===== src/rtl/mem_port_arbiter.sv =====
// Two-port arbiter for the shared 128-bit main-memory line port.
// Port I (instruction cache) and port D (data cache) compete for one
// outstanding block transaction. D is preferred, but a starvation counter
// hands priority to I after STARVE_LIMIT waiting cycles. The response path
// from memory is combinational. After a completed transaction the finished
// port is masked for one cycle, so a cache FSM that drops valid one cycle
// late does not re-issue the same request.
module mem_port_arbiter #(
  parameter int unsigned STARVE_LIMIT = 4,
  parameter int unsigned STAT_W       = 32
) (
  input  logic              clock,
  input  logic              reset,
  input  logic              i_req_valid,
  input  logic              i_req_rw,
  input  logic [31:0]       i_req_addr,
  input  logic [127:0]      i_req_data,
  output logic [127:0]      i_res_data,
  output logic              i_res_ready,
  input  logic              d_req_valid,
  input  logic              d_req_rw,
  input  logic [31:0]       d_req_addr,
  input  logic [127:0]      d_req_data,
  output logic [127:0]      d_res_data,
  output logic              d_res_ready,
  output logic              mem_req_valid,
  output logic              mem_req_rw,
  output logic [31:0]       mem_req_addr,
  output logic [127:0]      mem_req_data,
  input  logic [127:0]      mem_res_data,
  input  logic              mem_res_ready,
  output logic              grant_i,
  output logic              grant_d,
  output logic              busy,
  output logic [STAT_W-1:0] stat_i_grants,
  output logic [STAT_W-1:0] stat_d_grants,
  output logic [STAT_W-1:0] stat_conflicts
);

  typedef enum logic [1:0] {IDLE, GNT_I, GNT_D} state_t;

  localparam logic [3:0] LP_LIMIT = 4'(STARVE_LIMIT);

  state_t              r_state;
  state_t              w_state_nxt;
  logic                r_mask_i;
  logic                r_mask_d;
  logic [3:0]          r_starve_cnt;
  logic [STAT_W-1:0]   r_stat_i;
  logic [STAT_W-1:0]   r_stat_d;
  logic [STAT_W-1:0]   r_stat_conf;

  logic w_i_elig;
  logic w_d_elig;
  logic w_start_i;
  logic w_start_d;
  logic w_conflict;

  assign w_i_elig   = i_req_valid & ~r_mask_i;
  assign w_d_elig   = d_req_valid & ~r_mask_d;
  assign w_start_i  = (r_state == IDLE) && (w_state_nxt == GNT_I);
  assign w_start_d  = (r_state == IDLE) && (w_state_nxt == GNT_D);
  assign w_conflict = (r_state == IDLE) && w_i_elig && w_d_elig;

  // Next-state arbitration and the combinational memory/response muxing.
  always_comb begin
    // NOTE: every output gets a default first so no path through the case
    // leaves a signal unassigned, which would infer a latch.
    w_state_nxt   = r_state;
    mem_req_valid = 1'b0;
    mem_req_rw    = 1'b0;
    mem_req_addr  = '0;
    mem_req_data  = '0;
    i_res_data    = '0;
    i_res_ready   = 1'b0;
    d_res_data    = '0;
    d_res_ready   = 1'b0;
    grant_i       = 1'b0;
    grant_d       = 1'b0;
    busy          = 1'b0;
    case (r_state)
      IDLE: begin
        // D wins unless I has waited long enough and is itself eligible.
        if (w_d_elig && !(w_i_elig && (r_starve_cnt == LP_LIMIT)))
          w_state_nxt = GNT_D;
        else if (w_i_elig)
          w_state_nxt = GNT_I;
      end
      GNT_I: begin
        grant_i       = 1'b1;
        busy          = 1'b1;
        mem_req_valid = i_req_valid;
        mem_req_rw    = i_req_rw;
        mem_req_addr  = i_req_addr;
        mem_req_data  = i_req_data;
        i_res_data    = mem_res_data;
        i_res_ready   = mem_res_ready & i_req_valid;
        // Withdrawal wins over a coincident ready: no pulse, no mask.
        if (!i_req_valid || mem_res_ready)
          w_state_nxt = IDLE;
      end
      GNT_D: begin
        grant_d       = 1'b1;
        busy          = 1'b1;
        mem_req_valid = d_req_valid;
        mem_req_rw    = d_req_rw;
        mem_req_addr  = d_req_addr;
        mem_req_data  = d_req_data;
        d_res_data    = mem_res_data;
        d_res_ready   = mem_res_ready & d_req_valid;
        if (!d_req_valid || mem_res_ready)
          w_state_nxt = IDLE;
      end
      default: w_state_nxt = IDLE;
    endcase
  end

  // State register plus one-cycle masks for the port that just completed.
  always_ff @(posedge clock or posedge reset) begin
    // NOTE: state registers use non-blocking assignments so every flop
    // samples the values from before the edge, independent of block order.
    if (reset) begin
      r_state  <= IDLE;
      r_mask_i <= 1'b0;
      r_mask_d <= 1'b0;
    end else begin
      r_state  <= w_state_nxt;
      r_mask_i <= i_res_ready;
      r_mask_d <= d_res_ready;
    end
  end

  // Starvation counter: counts I waiting behind D, clears on I grant or idle I.
  always_ff @(posedge clock or posedge reset) begin
    if (reset) begin
      r_starve_cnt <= '0;
    end else if (!i_req_valid || w_start_i) begin
      r_starve_cnt <= '0;
    end else if ((r_state == GNT_D || w_start_d) && (r_starve_cnt < LP_LIMIT)) begin
      r_starve_cnt <= r_starve_cnt + 4'd1;
    end
  end

  // Saturating grant and conflict statistics.
  always_ff @(posedge clock or posedge reset) begin
    if (reset) begin
      r_stat_i    <= '0;
      r_stat_d    <= '0;
      r_stat_conf <= '0;
    end else begin
      if (w_start_i && (r_stat_i != '1))
        r_stat_i <= r_stat_i + STAT_W'(1);
      if (w_start_d && (r_stat_d != '1))
        r_stat_d <= r_stat_d + STAT_W'(1);
      if (w_conflict && (r_stat_conf != '1))
        r_stat_conf <= r_stat_conf + STAT_W'(1);
    end
  end

  assign stat_i_grants  = r_stat_i;
  assign stat_d_grants  = r_stat_d;
  assign stat_conflicts = r_stat_conf;

endmodule


===== config.mk =====
export PLATFORM = sky130hd
export DESIGN_NAME = mem_port_arbiter
export DESIGN_NICKNAME = d
export VERILOG_FILES = /design/src/rtl/mem_port_arbiter.sv
export SDC_FILE = /design/constraint.sdc
export NUM_CORES = 1
export LEC_CHECK = 0
export ABC_AREA = 1
export CAP_MARGIN = 20
export CORE_AREA = 2 2 382 384
export DETAILED_ROUTE_END_ITERATION = 7
export DIE_AREA = 0 0 384 386
export PLACE_DENSITY = 0.38
export REMOVE_ABC_BUFFERS = 1
export SYNTH_ARGS = -nofsm -noshare
export SYNTH_HDL_FRONTEND = slang
export SYNTH_SLANG_ARGS = --single-unit

===== constraint.sdc =====
create_clock -name clock -period 9.2 [get_ports clock]
set_input_delay 0.92 -clock clock [delete_from_list [all_inputs] [get_ports clock]]
set_output_delay 0.92 -clock clock [all_outputs]
set_load 0.05 [all_outputs]

After elaboration in Yosys (flattened, before gate mapping)
Index checks and enable logic that the tools add are counted.
{"block": "totals", "reg_bits": 104, "latchBits": 0, "mem_bits_rw": 0, "word_cells": 64, "in_bits": 455, "rom_bits": 0, "n_memories": 0}
{"block": "op_classes", "n_shift": 0, "n_bitwise": 6, "magnitude_cmp": 1, "add_sub_neg": 4, "mul": 0, "div": 0, "n_eq_ne": 8, "muxes": 18, "reduce_logical": 20}
{"op": "two-way mux 128 bit", "count": 2}
{"op": "case mux 128 bit (2 select lines)", "count": 1}
{"op": "adder 32 x 1 -> 32 bit (second input constant)", "count": 3}
{"op": "!= test 32 bit (second input constant)", "count": 3}
{"op": "case mux 32 bit (2 select lines)", "count": 1}
{"op": "logical AND 1 bit", "count": 10}
{"op": "two-way mux 2 bit", "count": 4}
{"op": "two-way mux 4 bit", "count": 2}
{"op": "case mux 2 bit (3 select lines)", "count": 1}
{"op": "two-way mux 1 bit", "count": 5}
{"op": "adder 4 x 1 -> 4 bit (second input constant)", "count": 1}
{"op": "bitwise AND 1 bit", "count": 4}
{"op": "== test 2 x 1 -> 1 bit (second input constant)", "count": 2}
{"op": "== test 2 bit (second input constant)", "count": 2}
{"op": "== test 4 x 3 -> 1 bit (second input constant)", "count": 1}
{"op": "logical OR 1 bit", "count": 4}
{"op": "< comparator 4 x 3 -> 1 bit (second input constant)", "count": 1}
{"op": "case mux 1 bit (2 select lines)", "count": 2}
{"op": "logical NOT 1 bit", "count": 3}
{"op": "logical NOT 2 bit", "count": 1}
{"op": "NOT 1 bit", "count": 2}
{"op": "nonzero test 2 bit", "count": 1}
{"op": "OR reduction 2 bit", "count": 1}

Depth between registers and ports, before layout
{"block": "depth", "word_depth": 13, "mapped_depth": 16, "depth_no_buf": 14}

Least setup slack after synthesis
No wires, ideal clock.
{"block": "synth_path", "kind": "reg-to-output", "start": "register r_state[1]", "end": "output port mem_req_addr[11]", "n_path_buf": 3, "t_arrival_ns": 2.693, "setup_slack_ns": 5.587, "stages_incl_launch_ff": 8, "cell_sequence": "dfrtp_1 -> inv_1 -> ha_1 -> clkbuf_1 -> clkbuf_1 -> clkbuf_1 -> nand2_1 -> a21oi_1"}
{"block": "synth_between", "elab_chain_len": 2, "elab_cells_between_ends": 3}
{"item": "start, declared", "line": "44", "text": "state_t r_state;"}
{"item": "start signal, assigned", "line": "127", "text": "r_state <= w_state_nxt;"}
{"item": "== test 2 bit or == test 2 x 1 -> 1 bit (tied branches)", "line": "81", "text": "case (r_state)"}
{"item": "case mux 32 bit (2 select lines) (*)", "line": "81"}
{"item": "end, declared", "line": "28", "text": "output logic [31:0] mem_req_addr,"}
Every way passes the cells marked *; elsewhere a longest branch is shown, timed or not.

Final worst setup path
{"block": "layout_path", "start": "register r_state[1]", "end": "output port mem_req_data[62]"}
{"block": "layout_between", "elab_chain_len": 2, "elab_cells_between_ends": 3}
{"item": "== test 2 bit or == test 2 x 1 -> 1 bit (tied branches)", "line": "81"}
{"item": "case mux 128 bit (2 select lines) (*)", "line": "81"}
{"item": "end, declared", "line": "29", "text": "output logic [127:0] mem_req_data,"}
Marked as above.

==> impl_results.md <==
* P_int at about 2 mW
* Synthesis-stage register bit count at approximately 100
* Outcome: finished clean
* TritonCTS buffer count at 9
* Post-route DRC at 0
* Syn_area_per_cell at 5.441 µm²
* Die width at about 380 µm
* Type of the most critical hold path: reg2reg
* Worst VDD drop at ~0.18 mV
* Max_slew headroom at 19.89%
* CTS tree: yes
* Type of the worst setup path: reg2out
* Ys Warns at 0
* Global route overflow at 0
* Clock slew at reported path FFs at ~0.10 ns
* Die Ht at roughly 390 µm
* Final ANT Viol Nets at 0
* Gr usage total at 14.79%
* Area of the mapped netlist at ~11000 µm²
* DR vias at roughly 16000
* Cell count after synthesis at between 1500 and 2000
* Ports at 974
* Cell variety after synth at 32
* Critical Path AT at between 4 and 5 ns
* First-pass GRT wire length at ~150 mm
* GR peak layer: met2
* Met3 Resource Use GR at roughly 7.4%
* Crit-path cells: inv_1, ha_4, buf_12, buf_4, nand2_1, a21oi_1, clkdlybuf4s50_1
* Final setup fails at 0
* Clock sink count at 104
* Maxcap violations at 0
* H-tree depth at 3
* Rows at between 100 and 150
* Clock latency on the worst-skew pair at between 0.3 and 0.4 ns
* Hold slack at around 0.55 ns
* Static leakage at around 10 nW
* Worst-path fanout max at 147
* Clock Skews at about 0.029 ns
* Largest net degree at the start of global routing at between 100 and 150
* Slew Viols, Final at 0
* Least-Margin Pin Slew at around 1.2 ns
* CP Capture Type: output port
* Critical path's largest stage delay at 0.85 ns
* Final #Nets at 3339
* Power consumption at 5.877 mW
* Vias/cell at 3.369
* Setup TNS at 0 ns
* CTS Hold Bufs at 0
* Setup bufs post-CTS at 0
* Post-Route WL at between 100 and 150 mm
* Vias in the first global route at about 15000
* Antenna violations before repair at 83
* Full die area at between 100000 and 150000 µm²
* Period Utilization, post-route at 54.33%
* Startpoint types: register
* RD Place Congestion at approximately 0.89
* Crit. Startpoint: r_state[1]
* CTS root buffer: clkbuf_16
* Pwr dens at 255.6 nW/µm²
* Clock Path Buffers at 2
* Reg-to-reg critical path startpoint: r_state[0]
* Share of power burned in registers at 10.6%
* Initial DRC Count at 1064
* Starting density of the core at under 10%
* Switching power of the nets at roughly 3.8 mW
* Met1 GRT Util at 17.98%
* DR WL/cell at between 20 and 25 µm
* HPWL Detailed at ~100 mm
* Final Hold Vio Count at 0
* Logic pwr share at between 80% and 90%
* Core area at 144500 µm²
* Clk pwr share at 7.4%
* Slowest-stage cell, CP: clkdlybuf4s50_1
* Fraction of layout cells with a size suffix above 1 at a little over 2%
* Hold Path Origin: r_starve_cnt[1]
* Area growth from synthesis to layout at 113.4%
* Tmin final at 4.999 ns
* Resize count post-CTS at 0
* FMAX at about 200 MHz
* # port buffers at between 900 and 1000
* CP required at approximately 8.3 ns
* TritonRoute pass-1 iters at 5
* Sequential fraction of the synthesis area at 24.16%
* Final core occ at between 10% and 20%
* Met2 Usage GRT at a little under a quarter
* Unrepaired setup endpoints after global routing: no
* Sw Ratio at 65.03%
## path summary, 6_finish.rpt
| check | slack, ns | end | depth (start not counted) |
|---|---|---|---|
| setup / recovery | 4.20 | mem_req_data[62] | 7 |
| min in group asynchronous | 0.96 | stat_conflicts[25] | 2 |
| hold reg to reg | 0.55 | r_starve_cnt[1] | 2 |
| setup reg to reg | 6.01 | stat_d_grants[0] | 10 |
| hold / removal | 0.55 | r_starve_cnt[1] | 2 |
| max in group asynchronous | 6.91 | stat_d_grants[0] | 3 |
## layer usage
layer  up-vias  wire, µm
met5         -       282
met4        44      3107
met3       170     14010
met1      7463     48330
li1       7738         -
met2       834     51360
## placed cells by master (no fill, tap or decap), types with 3 or more instances in the layout
cell type / netlist / routed
clkdlybuf4s50_1: 0 / 972
nand2_1: 931 / 931
inv_1: 322 / 321
a21oi_1: 164 / 164
dfrtp_1: 104 / 104
nor2_1: 97 / 97
xor2_1: 62 / 62
nand3_1: 50 / 50
nor3_1: 35 / 35
diode_2: 0 / 26
xnor2_1: 20 / 20
nand4_1: 17 / 17
o21ai_0: 14 / 14
nand3b_1: 9 / 9
clkbuf_16: 0 / 9
buf_4: 1 / 9
o21ai_1: 7 / 7
ha_1: 9 / 7
nor4_1: 6 / 6
o21ai_2: 6 / 6
nor3b_1: 5 / 5
inv_2: 5 / 4
nand2_2: 4 / 4
nor2_2: 4 / 4
inv_6: 0 / 3
## metrics by stage
step	cell area (µm²)	cells	worst slack, ns
global route	22950	4808	4.021
detailed placement	22610	4781	4.720
CTS	22930	4797	4.274
finish	22990	4823	4.201
floorplan	10340	1881	1.120
global placement	22610	4781	4.733
## final cells by class
type	count	area [µm²]
diodes	26	65.06
well taps	1917	2399
repair buffers	983	9837
clock inverters	7	93.84
clock buffers	9	225.2
flip-flops and latches	104	2603
inverters	327	1235
fillers	16740	121500
multi-input cells	1450	6535
## critical path, delay by kind of cell, from the launching register on
kind            cells  cell delay, ns
simple gates        1            0.11
fa+ha+maj           1            0.41
flops               1            0.46
buf+inv             4            2.06
compound gates      1            0.22
## Yosys cell counts (all sizes together)
library cell | number | share of area [%]
a21oi | 164 | 7.6
buf | 29 | 1.6
clkbuf | 70 | 2.4
dfrtp | 104 | 24
ha | 9 | 1.0
inv | 327 | 11
nand2 | 937 | 33
nand2b | 1 | 0.058
nand3 | 50 | 2.3
nand3b | 9 | 0.63
nand4 | 18 | 1.2
nor2 | 103 | 3.8
nor3 | 37 | 1.8
nor3b | 6 | 0.46
nor4 | 7 | 0.46
o21ai | 27 | 1.5
xnor2 | 20 | 1.6
xor2 | 62 | 5.0
## registers in the layout, summed over array words and instances (netlist names)
name / count
r_mask_d: 1
r_mask_i: 1
r_starve_cnt: 4
r_state: 2
stat_conflicts: 32
stat_d_grants: 32
stat_i_grants: 32
## kinds of logic after synthesis
group | after synthesis | share of synthesized area, %
buffers and inverters | 426 | 15.41
xor gates and xnor gates | 82 | 6.667
DFF | 104 | 24.16
AOI/OAI and AO/OA | 191 | 9.082
adders and majority gates | 9 | 1.045
and+or+nand+nor | 1168 | 43.64
## power by group through the flow
stage,logic [mW],clock network (mW),registers [mW]
finish,4.82,0.435,0.625
global route,5.06,0.473,0.636
CTS,4.86,0.457,0.628
detailed placement,4.85,0,0.635
global placement,4.87,0,0.636
floorplan,2.91,0,0.781
(Power assumes the default switching activity.)
